===== src/rtl/codificador_teclado_pkg.sv =====
// Shared FSM state type and priority-encode helper for the clocked keypad encoder.
package codificador_teclado_pkg;

    localparam int unsigned MAX_TECLAS = 64;

    typedef enum logic [1:0] {
        StOcioso,
        StFiltrando,
        StPressionado,
        StSoltando
    } estado_t;

    // Highest set index wins; an all-zero vector yields 0.
    function automatic int unsigned codigo_prioritario(input logic [MAX_TECLAS-1:0] vetor);
        int unsigned indice;
        indice = 0;
        for (int unsigned i = 0; i < MAX_TECLAS; i++) begin
            if (vetor[i]) indice = i;
        end
        return indice;
    endfunction

endpackage


===== src/rtl/sincronizador_2ff.sv =====
// Two-flop synchroniser for a bus of independent asynchronous lines.
module sincronizador_2ff #(
    parameter int unsigned LARGURA = 1
) (
    input  logic               clk_i,
    input  logic               rst_ni,
    input  logic [LARGURA-1:0] d_i,
    output logic [LARGURA-1:0] q_o
);

    logic [LARGURA-1:0] meta_q;

    always_ff @(posedge clk_i or negedge rst_ni) begin
        if (!rst_ni) begin
            meta_q <= '0;
            q_o    <= '0;
        end else begin
            meta_q <= d_i;
            q_o    <= meta_q;
        end
    end

endmodule


===== src/rtl/codificador_teclado_sincrono.sv =====
// Debounced priority encoder for an N-key keypad with a read-pulse handshake.
// Optional auto-repeat while a key is held: define AUTO_REPEAT_EN.
module codificador_teclado_sincrono
    import codificador_teclado_pkg::*;
#(
    parameter int unsigned NUM_TECLAS     = 10,
    parameter int unsigned LARGURA_CODIGO = $clog2(NUM_TECLAS),
    parameter int unsigned CICLOS_FILTRO  = 16,
    parameter int unsigned ATRASO_REPETE  = 1000,
    parameter int unsigned PERIODO_REPETE = 200
) (
    input  logic                      clock,
    input  logic                      resetN,
    input  logic                      enableN,
    input  logic [NUM_TECLAS-1:0]     tecladoNumerico,
    input  logic                      leitura,
    output logic [LARGURA_CODIGO-1:0] saidaCodigo,
    output logic                      dadoValido,
    output logic                      sobrescrita,
    output logic                      teclaAtiva
);

    if (NUM_TECLAS < 2 || NUM_TECLAS > MAX_TECLAS || CICLOS_FILTRO < 1
        || ATRASO_REPETE < 1 || PERIODO_REPETE < 1) begin : g_parametros_invalidos
        $error("codificador_teclado_sincrono: parameter out of range");
    end

`ifdef AUTO_REPEAT_EN
    localparam int unsigned MAX_REPETE = (ATRASO_REPETE > PERIODO_REPETE) ?
                                         ATRASO_REPETE : PERIODO_REPETE;
    localparam int unsigned CONT_MAX   = (CICLOS_FILTRO > MAX_REPETE) ?
                                         CICLOS_FILTRO : MAX_REPETE;
`else
    localparam int unsigned CONT_MAX   = CICLOS_FILTRO;
`endif
    localparam int unsigned LARGURA_CONT = $clog2(CONT_MAX) + 1;
    localparam logic [LARGURA_CONT-1:0] FILTRO    = LARGURA_CONT'(CICLOS_FILTRO);
    localparam logic [LARGURA_CONT-1:0] CONT_UM   = LARGURA_CONT'(1);
    localparam logic [LARGURA_CONT-1:0] CONT_CHEIO = {LARGURA_CONT{1'b1}};

    logic [NUM_TECLAS-1:0]     teclas_sinc;
    logic [NUM_TECLAS-1:0]     vetor;
    logic [LARGURA_CODIGO-1:0] codigo;
    logic [LARGURA_CODIGO-1:0] candidato;
    logic [LARGURA_CONT-1:0]   cont;
    logic                      tem_tecla;
    logic                      captura_filtro;
    logic                      captura_repete;
    logic                      captura;
    estado_t                   estado;

    sincronizador_2ff #(
        .LARGURA(NUM_TECLAS)
    ) u_sincronizador (
        .clk_i (clock),
        .rst_ni(resetN),
        .d_i   (tecladoNumerico),
        .q_o   (teclas_sinc)
    );

    // enableN is a static mask, so it is applied after the synchroniser without delay.
    assign vetor     = teclas_sinc & {NUM_TECLAS{~enableN}};
    assign tem_tecla = |vetor;
    assign codigo    = LARGURA_CODIGO'(codigo_prioritario(MAX_TECLAS'(vetor)));

    assign captura_filtro = (estado == StFiltrando) && tem_tecla && (codigo == candidato)
                            && (cont == FILTRO);

`ifdef AUTO_REPEAT_EN
    localparam logic [LARGURA_CONT-1:0] ALVO_ATRASO  = LARGURA_CONT'(ATRASO_REPETE - 1);
    localparam logic [LARGURA_CONT-1:0] ALVO_PERIODO = LARGURA_CONT'(PERIODO_REPETE - 1);

    logic [LARGURA_CONT-1:0] cont_repete;
    logic                    ja_repetiu;

    assign captura_repete = (estado == StPressionado) && tem_tecla
                            && (cont_repete == (ja_repetiu ? ALVO_PERIODO : ALVO_ATRASO));

    always_ff @(posedge clock or negedge resetN) begin
        if (!resetN) begin
            cont_repete <= '0;
            ja_repetiu  <= 1'b0;
        end else if ((estado == StPressionado) && tem_tecla) begin
            if (captura_repete) begin
                cont_repete <= '0;
                ja_repetiu  <= 1'b1;
            end else begin
                cont_repete <= cont_repete + 1'b1;
            end
        end else begin
            cont_repete <= '0;
            ja_repetiu  <= 1'b0;
        end
    end
`else
    assign captura_repete = 1'b0;
`endif

    assign captura = captura_filtro | captura_repete;

    always_ff @(posedge clock or negedge resetN) begin
        if (!resetN) begin
            estado     <= StOcioso;
            candidato  <= '0;
            cont       <= '0;
            teclaAtiva <= 1'b0;
        end else begin
            unique case (estado)
                StOcioso: begin
                    if (tem_tecla) begin
                        estado    <= StFiltrando;
                        candidato <= codigo;
                        cont      <= CONT_UM;
                    end
                end
                StFiltrando: begin
                    if (!tem_tecla) begin
                        estado <= StOcioso;
                    end else if (codigo != candidato) begin
                        candidato <= codigo;
                        cont      <= CONT_UM;
                    end else if (captura_filtro) begin
                        estado     <= StPressionado;
                        teclaAtiva <= 1'b1;
                    end else if (cont != CONT_CHEIO) begin
                        cont <= cont + 1'b1;
                    end
                end
                StPressionado: begin
                    if (!tem_tecla) begin
                        estado     <= StSoltando;
                        cont       <= CONT_UM;
                        teclaAtiva <= 1'b0;
                    end
                end
                StSoltando: begin
                    // Any key seen before the release is confirmed counts as bounce.
                    if (tem_tecla) begin
                        estado     <= StPressionado;
                        teclaAtiva <= 1'b1;
                    end else if (cont == FILTRO) begin
                        estado <= StOcioso;
                    end else if (cont != CONT_CHEIO) begin
                        cont <= cont + 1'b1;
                    end
                end
                default: begin
                    estado     <= StOcioso;
                    teclaAtiva <= 1'b0;
                end
            endcase
        end
    end

    // A capture beats a simultaneous read; an unread code lost to a capture sets the sticky flag.
    always_ff @(posedge clock or negedge resetN) begin
        if (!resetN) begin
            saidaCodigo <= '0;
            dadoValido  <= 1'b0;
            sobrescrita <= 1'b0;
        end else if (captura) begin
            saidaCodigo <= candidato;
            dadoValido  <= 1'b1;
            sobrescrita <= ~leitura & (dadoValido | sobrescrita);
        end else if (leitura && dadoValido) begin
            dadoValido  <= 1'b0;
            sobrescrita <= 1'b0;
        end
    end

endmodule


===== config.mk =====
export PLATFORM = sky130hd
export DESIGN_NAME = codificador_teclado_sincrono
export DESIGN_NICKNAME = d
export VERILOG_FILES = /design/src/rtl/codificador_teclado_pkg.sv /design/src/rtl/sincronizador_2ff.sv /design/src/rtl/codificador_teclado_sincrono.sv
export SDC_FILE = /design/constraint.sdc
export NUM_CORES = 1
export LEC_CHECK = 0
export ABC_AREA = 0
export ABC_CLOCK_PERIOD_IN_PS = 6600
export BUFFER_PORTS_ARGS = -buffer_cell sky130_fd_sc_hd__clkbuf_2
export CORE_MARGIN = 1.5
export CORE_UTILIZATION = 45
export CTS_BUF_LIST = sky130_fd_sc_hd__clkbuf_2
export DETAILED_ROUTE_END_ITERATION = 16
export SETUP_SLACK_MARGIN = 0.15
export SLEW_MARGIN = 0
export SYNTH_ARGS = -nofsm -noshare
export SYNTH_HDL_FRONTEND = slang
export SYNTH_SLANG_ARGS = --single-unit

===== constraint.sdc =====
create_clock -name clock -period 6.6 [get_ports clock]
set_input_delay 0.33 -clock clock [delete_from_list [all_inputs] [get_ports clock]]
set_output_delay 0.33 -clock clock [all_outputs]
set_load 0.02 [all_outputs]

======== After elaboration in Yosys (flattened, before gate mapping) ========
Cells that the tools add are included.
word-level totals
  flip-flop bits (word level) ............. 38
  input port bits ......................... 14
  output and inout bits ................... 7
  word-level logic and storage cells ...... 87
operators by class
  add/sub/neg operators ................... 1
  equality and inequality tests ........... 20
  mux-type cells .......................... 39
  bitwise logic cells ..................... 5
  reductions and logical operators ........ 13
operators with widths
  cell                 count
  $mux 5               8
  $mux 4               8
  $pmux 5 s4           1
  $mux 2               9
  $ne 2x2->1 const B   8
  $reduce_and 6->1     2
  $and 10x10->10       1
  $reduce_or 10->1     1
  $mux 1               9
  $ne 3x3->1 const B   3
  $pmux 2 s4           1
  $pmux 4 s2           1
  $add 5x1->5 const B  1
  $eq 5x5->1 const B   1
  $ne 5x5->1 const B   1
  $reduce_and 5->1     1
  $eq 2x2->1 const B   2
  $eq 4x4->1           1
  $logic_and 1x1->1    4
  $ne 4x4->1           1
  $reduce_and 4->1     1
  $reduce_bool 2->1    2
  $mux 3               1
  $ne 3x2->1 const B   1
  other kinds (8)      9

======== Depth between registers and ports, before layout ========
  word-level depth ........................ 18
  depth in mapped cells ................... 9
  depth with buffers taken out ............ 8

======== Modules after synthesis ========
A second synthesis with hierarchy kept.
unflattened totals
  cell total of the unflattened synthesis .. 124
  area total of the unflattened synthesis .. 1580.3 um2
modules (own cells, without submodules)
  module                        instances  cells each  area an instance (um2)  sequential area each (um2)
  codificador_teclado_sincrono  1          104         1079.8                  450.4
  sincronizador_2ff             1          20          500.5                   500.5

======== Least setup slack after synthesis ========
OpenSTA, ideal clock, no wires.
  kind .................................... register to register
  from .................................... reg u_sincronizador.q_o[8]
  to ...................................... reg candidato[0]
  setup time .............................. 0.125 ns
  arrival time ............................ 2.013 ns
  required time ........................... 6.475 ns
  path slack .............................. 4.462 ns
  stages on the path, launching flop included .. 9
  path buffers ............................ 1
  period minus slack after synthesis ...... 2.138 ns
  cells stage by stage .................... dfrtp_1 or4b_1 o22a_1 o21ai_1 and4_1 buf_6 and2_4 a21oi_4 mux2_4
on the way
  cells in the longest elaborated chain, start to end .. 6
  elaborated cells on any way between the ends .. 13
  classes of those cells .................. 4 x eq/ne; 6 x mux; 1 x bitwise; 2 x reduce/logical
RTL lines
  item                                                                    line                                 source
  start: declaration                                                      sincronizador_2ff.sv:8               output logic [LARGURA-1:0] q_o
  start signal: assignment                                                sincronizador_2ff.sv:19              q_o <= meta_q;
  $and 10x10->10 (*)                                                      codificador_teclado_sincrono.sv:62   assign vetor = teclas_sinc & {NUM_TECLAS{~enableN}};
  $mux 4 (2 in a row)                                                     codificador_teclado_pkg.sv:18        if (vetor[i]) indice = i;
  $ne 4x4->1 / $mux 4 (equally long branches)                             codificador_teclado_sincrono.sv:119  end else if (codigo != candidato) begin
  $ne 2x1->1 (no source line) / $mux 4 (equally long branches)            n/a
  $reduce_and 4->1 (no source line) / $pmux 4 s2 (equally long branches)  n/a
  end signal: assignment                                                  codificador_teclado_sincrono.sv:112  candidato <= codigo;
  end signal: assignment                                                  codificador_teclado_sincrono.sv:120  candidato <= codigo;
  end: declaration                                                        codificador_teclado_sincrono.sv:44   logic [LARGURA_CODIGO-1:0] candidato;
Mark *: on every way between the ends. The rest lies on a longest branch, timed or not. The select of a mux whose other input is x is not followed.
A chain may end at the register's enable or synchronous reset.

======== Worst setup path in the final report ========
  from .................................... reg u_sincronizador.q_o[2]
  to ...................................... reg candidato[0]
on the way
  cells in the longest elaborated chain, start to end .. 12
  elaborated cells on any way between the ends .. 19
  classes of those cells .................. 4 x eq/ne; 12 x mux; 1 x bitwise; 2 x reduce/logical
RTL lines
  item                                                                    line
  $and 10x10->10 (*)                                                      codificador_teclado_sincrono.sv:62
  $mux 2 (2 in a row)                                                     codificador_teclado_pkg.sv:18
  $mux 3                                                                  codificador_teclado_pkg.sv:18
  $mux 4 (5 in a row)                                                     codificador_teclado_pkg.sv:18
  $ne 4x4->1 / $mux 4 (equally long branches)                             codificador_teclado_sincrono.sv:119
  $ne 2x1->1 (no source line) / $mux 4 (equally long branches)            n/a
  $reduce_and 4->1 (no source line) / $pmux 4 s2 (equally long branches)  n/a
Marks and branches as above.

==> metrics.yaml <==
rsz0062_at_grt: "false"
synth_area_leader_cell: "dfrtp_1"
cts_resized: 0
finalSetupViolCount: 0
criticalPathCategory: "register to register"
worst_pin_slew_ns: 0.886
grt_use_total_pct: 16.8
cp.required_ns: 6.88
ys.warnings.count: 0
routabilityCongestion: 0.872
area_growth_pct: 16.6
synthArstFlopShare_pct: 100
synthesis.area_sq_um: 1660
hold_viol: 0
instances_no_fill: 226
cp_slowest_stage_delay_ns: 0.46
peakVddDrop_v: 0.000123
ff_latch_area_sq_um: 951
drc: 0
cts.clk_slew.worst_paths_ns: 0.18
final_area_sq_um: 1930
post_synth_inst_count: 146
ys_types: 45
vias_per_cell: 5.38
period_needed_ns: 2.40
cpLargestDelayFamily: "simple AND/OR/NAND/NOR gates"
clock-sinks: 38
critPathSlowestCell: "a2111oi_2"
post-place-cells: 208
worstPathMaxFanout: 9
cts_tree: "done"
first_pass_iters: 4
path_buf_inv: 0
die_h_um: 63.7
fin_crit_sh_pct: 36.3
dp.final_hpwl_mm: 2.10
crit_arrival_ns: 2.68
multi_input_area_sq_um: 661
grt_max_degree: 39
synth_seq_cells: 38
drtIter0Drc: 52
clock.fmax_mhz: 417
drv_cap: 0
met2_usage_pct: 27.2
grt_use_met3_pct: 6.43
antenna_cells: 0
die-area_sq_um: 4060
fin_nets: 195
yosysSeqAreaShare_pct: 57.4
grt_pass1_vias: 1150
finClkSkew_ns: 0.00808
antenna_found_initial: 0
cts_root_buf: "clkbuf_2"
gr-total-overflow: 0
syn_area_per_cell_sq_um: 11.4
io_pins: 21
routed_wl_mm: 2.97
drive_gt1_share_pct: 21.1
grt_pass1_wl_mm: 5.17
tns_ns: 0
n_fill_cell: 312
numCtsBuffers: 5
clock_path_buffers: 2
critPathCaptureType: "register"
initial_core_util_pct: 48.2
place_area_sq_um: 1790
crit_chain: "nand2b_4 -> a2111oi_2 -> mux2i_1 -> and4_1 -> and2_4 -> a21oi_4 -> mux2_4"
rows: 21
grt_use_met1_pct: 20.2
syn_nets: 162
synth_edf_count: 0
hold_ws_ns: 0.0348
grt_busiest_layer: "met2"
final_core_util_pct: 56.2
status: "finished clean"
min_path_type: "input pin to asynchronous set/reset pin"
htree_levels: 2
num_vias: 1215
ys_top_cells_by_area: "dfrtp_1, nand2_1, mux2_4, nor2_1, a21oi_1"
ys.flop_type: "dfrtp_1"
core_sq_um: 3440
power_leakage_nw: 0.877
cp-start-kind: "register"
synth_top_area_share_pct: 57.4
avgRoutedWirePerCell_um: 13.1
maxSlewViolCount: 0
io_buffers: 20
ant_nets: 0
slew_headroom_pct: 40.9
power.density_nw_per_um2: 211
insertion_delay_ns: 0.37
fp.dieW_um: 63.7
-- state kept, by name, summed over array words and instances, names as in the netlist, named ones only --
signal                  count
u_sincronizador.q_o        10
estado                      1
candidato                   4
cont                        5
dadoValido                  1
sobrescrita                 1
saidaCodigo                 4
teclaAtiva                  1
u_sincronizador.meta_q     10
-- per-layer routing --
metal | routed length, um | vias up | part of all wire (%)
met5 | 0 | - | 0
met4 | 55 | 0 | 1.9
met3 | 135 | 10 | 4.5
met2 | 1440 | 44 | 48
met1 | 1340 | 572 | 45
li1 | - | 589 | -
-- Yosys cell counts, types with 2 or more instances --
cell and n:
a21oi_1 7, a31oi_1 3, a41oi_1 2, and3_1 3, and4_1 2, clkbuf_1 2
dfrtp_1 38, ha_1 2, inv_1 5, mux2_4 3, mux2i_1 3, nand2_1 16
nand2b_1 2, nand3_1 6, nand4_1 2, nor2_1 10, nor2b_1 2, nor3_1 3
nor3b_1 3, o2111ai_1 2, o21ai_0 3, o21ai_1 4
-- worst paths after layout --
| kind | start | end | slack (ns) | depth (start not counted) |
|---|---|---|---|---|
| max | u_sincronizador.q_o[2]$_DFF_PN0_ | candidato[0]$_DFFE_PN0P_ | 4.20 | 7 |
| min | resetN | dadoValido$_DFFE_PN0P_ | 0.03 | 1 |
| max reg2reg | u_sincronizador.q_o[2]$_DFF_PN0_ | candidato[0]$_DFFE_PN0P_ | 4.20 | 7 |
| min reg2reg | u_sincronizador.meta_q[0]$_DFF_PN0_ | u_sincronizador.q_o[0]$_DFF_PN0_ | 0.37 | 0 |
| max in group asynchronous | resetN | u_sincronizador.meta_q[0]$_DFF_PN0_ | 6.02 | 1 |
| min in group clock | leitura | dadoValido$_DFFE_PN0P_ | 0.13 | 2 |
-- logic make-up after synthesis --
kind of cell,after synthesis,share of synthesized area [%]
compound gates,33,14.9
xor+xnor,1,0.528
mux,6,4.53
fa+ha+maj,2,1.51
flops,38,57.4
buf+inv,10,2.79
simple gates,56,18.4
-- placed cells by master, fill, tap and decap left out, drive strengths merged, types with 2 or more instances in the layout --
master and instances:
mux2 3, and3 3, nor2b 2, dlygate4sd3 10, dfrtp 38, a31oi 3, nor3 3, nand3 6
o22ai 2, mux2i 3, clkinv 3, nor3b 3, a21oi 8, inv 5, nor2 10, a41oi 2
o2111ai 2, o21ai 7, nand4 2, clkbuf 25, nand2 16, and4 2, ha 2, nand2b 3
-- layout make-up --
class / count / area share [%]
flip-flops and latches: 38 / 49.2
inverters: 6 / 1.17
well taps: 46 / 2.98
repair buffers: 30 / 10.4
multi-input cells: 98 / 34.2
clock inverters: 3 / 0.841
clock buffers: 5 / 1.29
-- metrics by stage --
step	worst slack (ns)	power, W
2_1_floorplan	4.46	0.000296
6_report	4.20	0.000409
3_5_place_dp	4.24	0.000312
4_1_cts	4.20	0.000410
5_1_grt	4.03	0.000437
3_3_place_gp	4.33	0.000309
-- worst register-to-register path, delay by kind of cell (launching register included) --
kind,cells,cell delay (ns)
AOI/OAI and AO/OA,2,0.54
DFF,1,0.41
muxes,2,0.58
and+or+nand+nor,3,0.77
-- power by group --
part	switching [W]	internal [W]	total [W]	leakage (nW)
clock network	0.0000731	0.0000242	0.0000973	0.0264
registers	0.0000113	0.000245	0.000256	0.473
logic	0.0000287	0.0000266	0.0000553	0.378
-- timing repair --
item,4_1_cts,5_1_grt
endpoints found under the hold margin,0,10
hold buffers,0,10
buffers inserted,0,0
No activity file was read; power rests on OpenSTA's default activity.
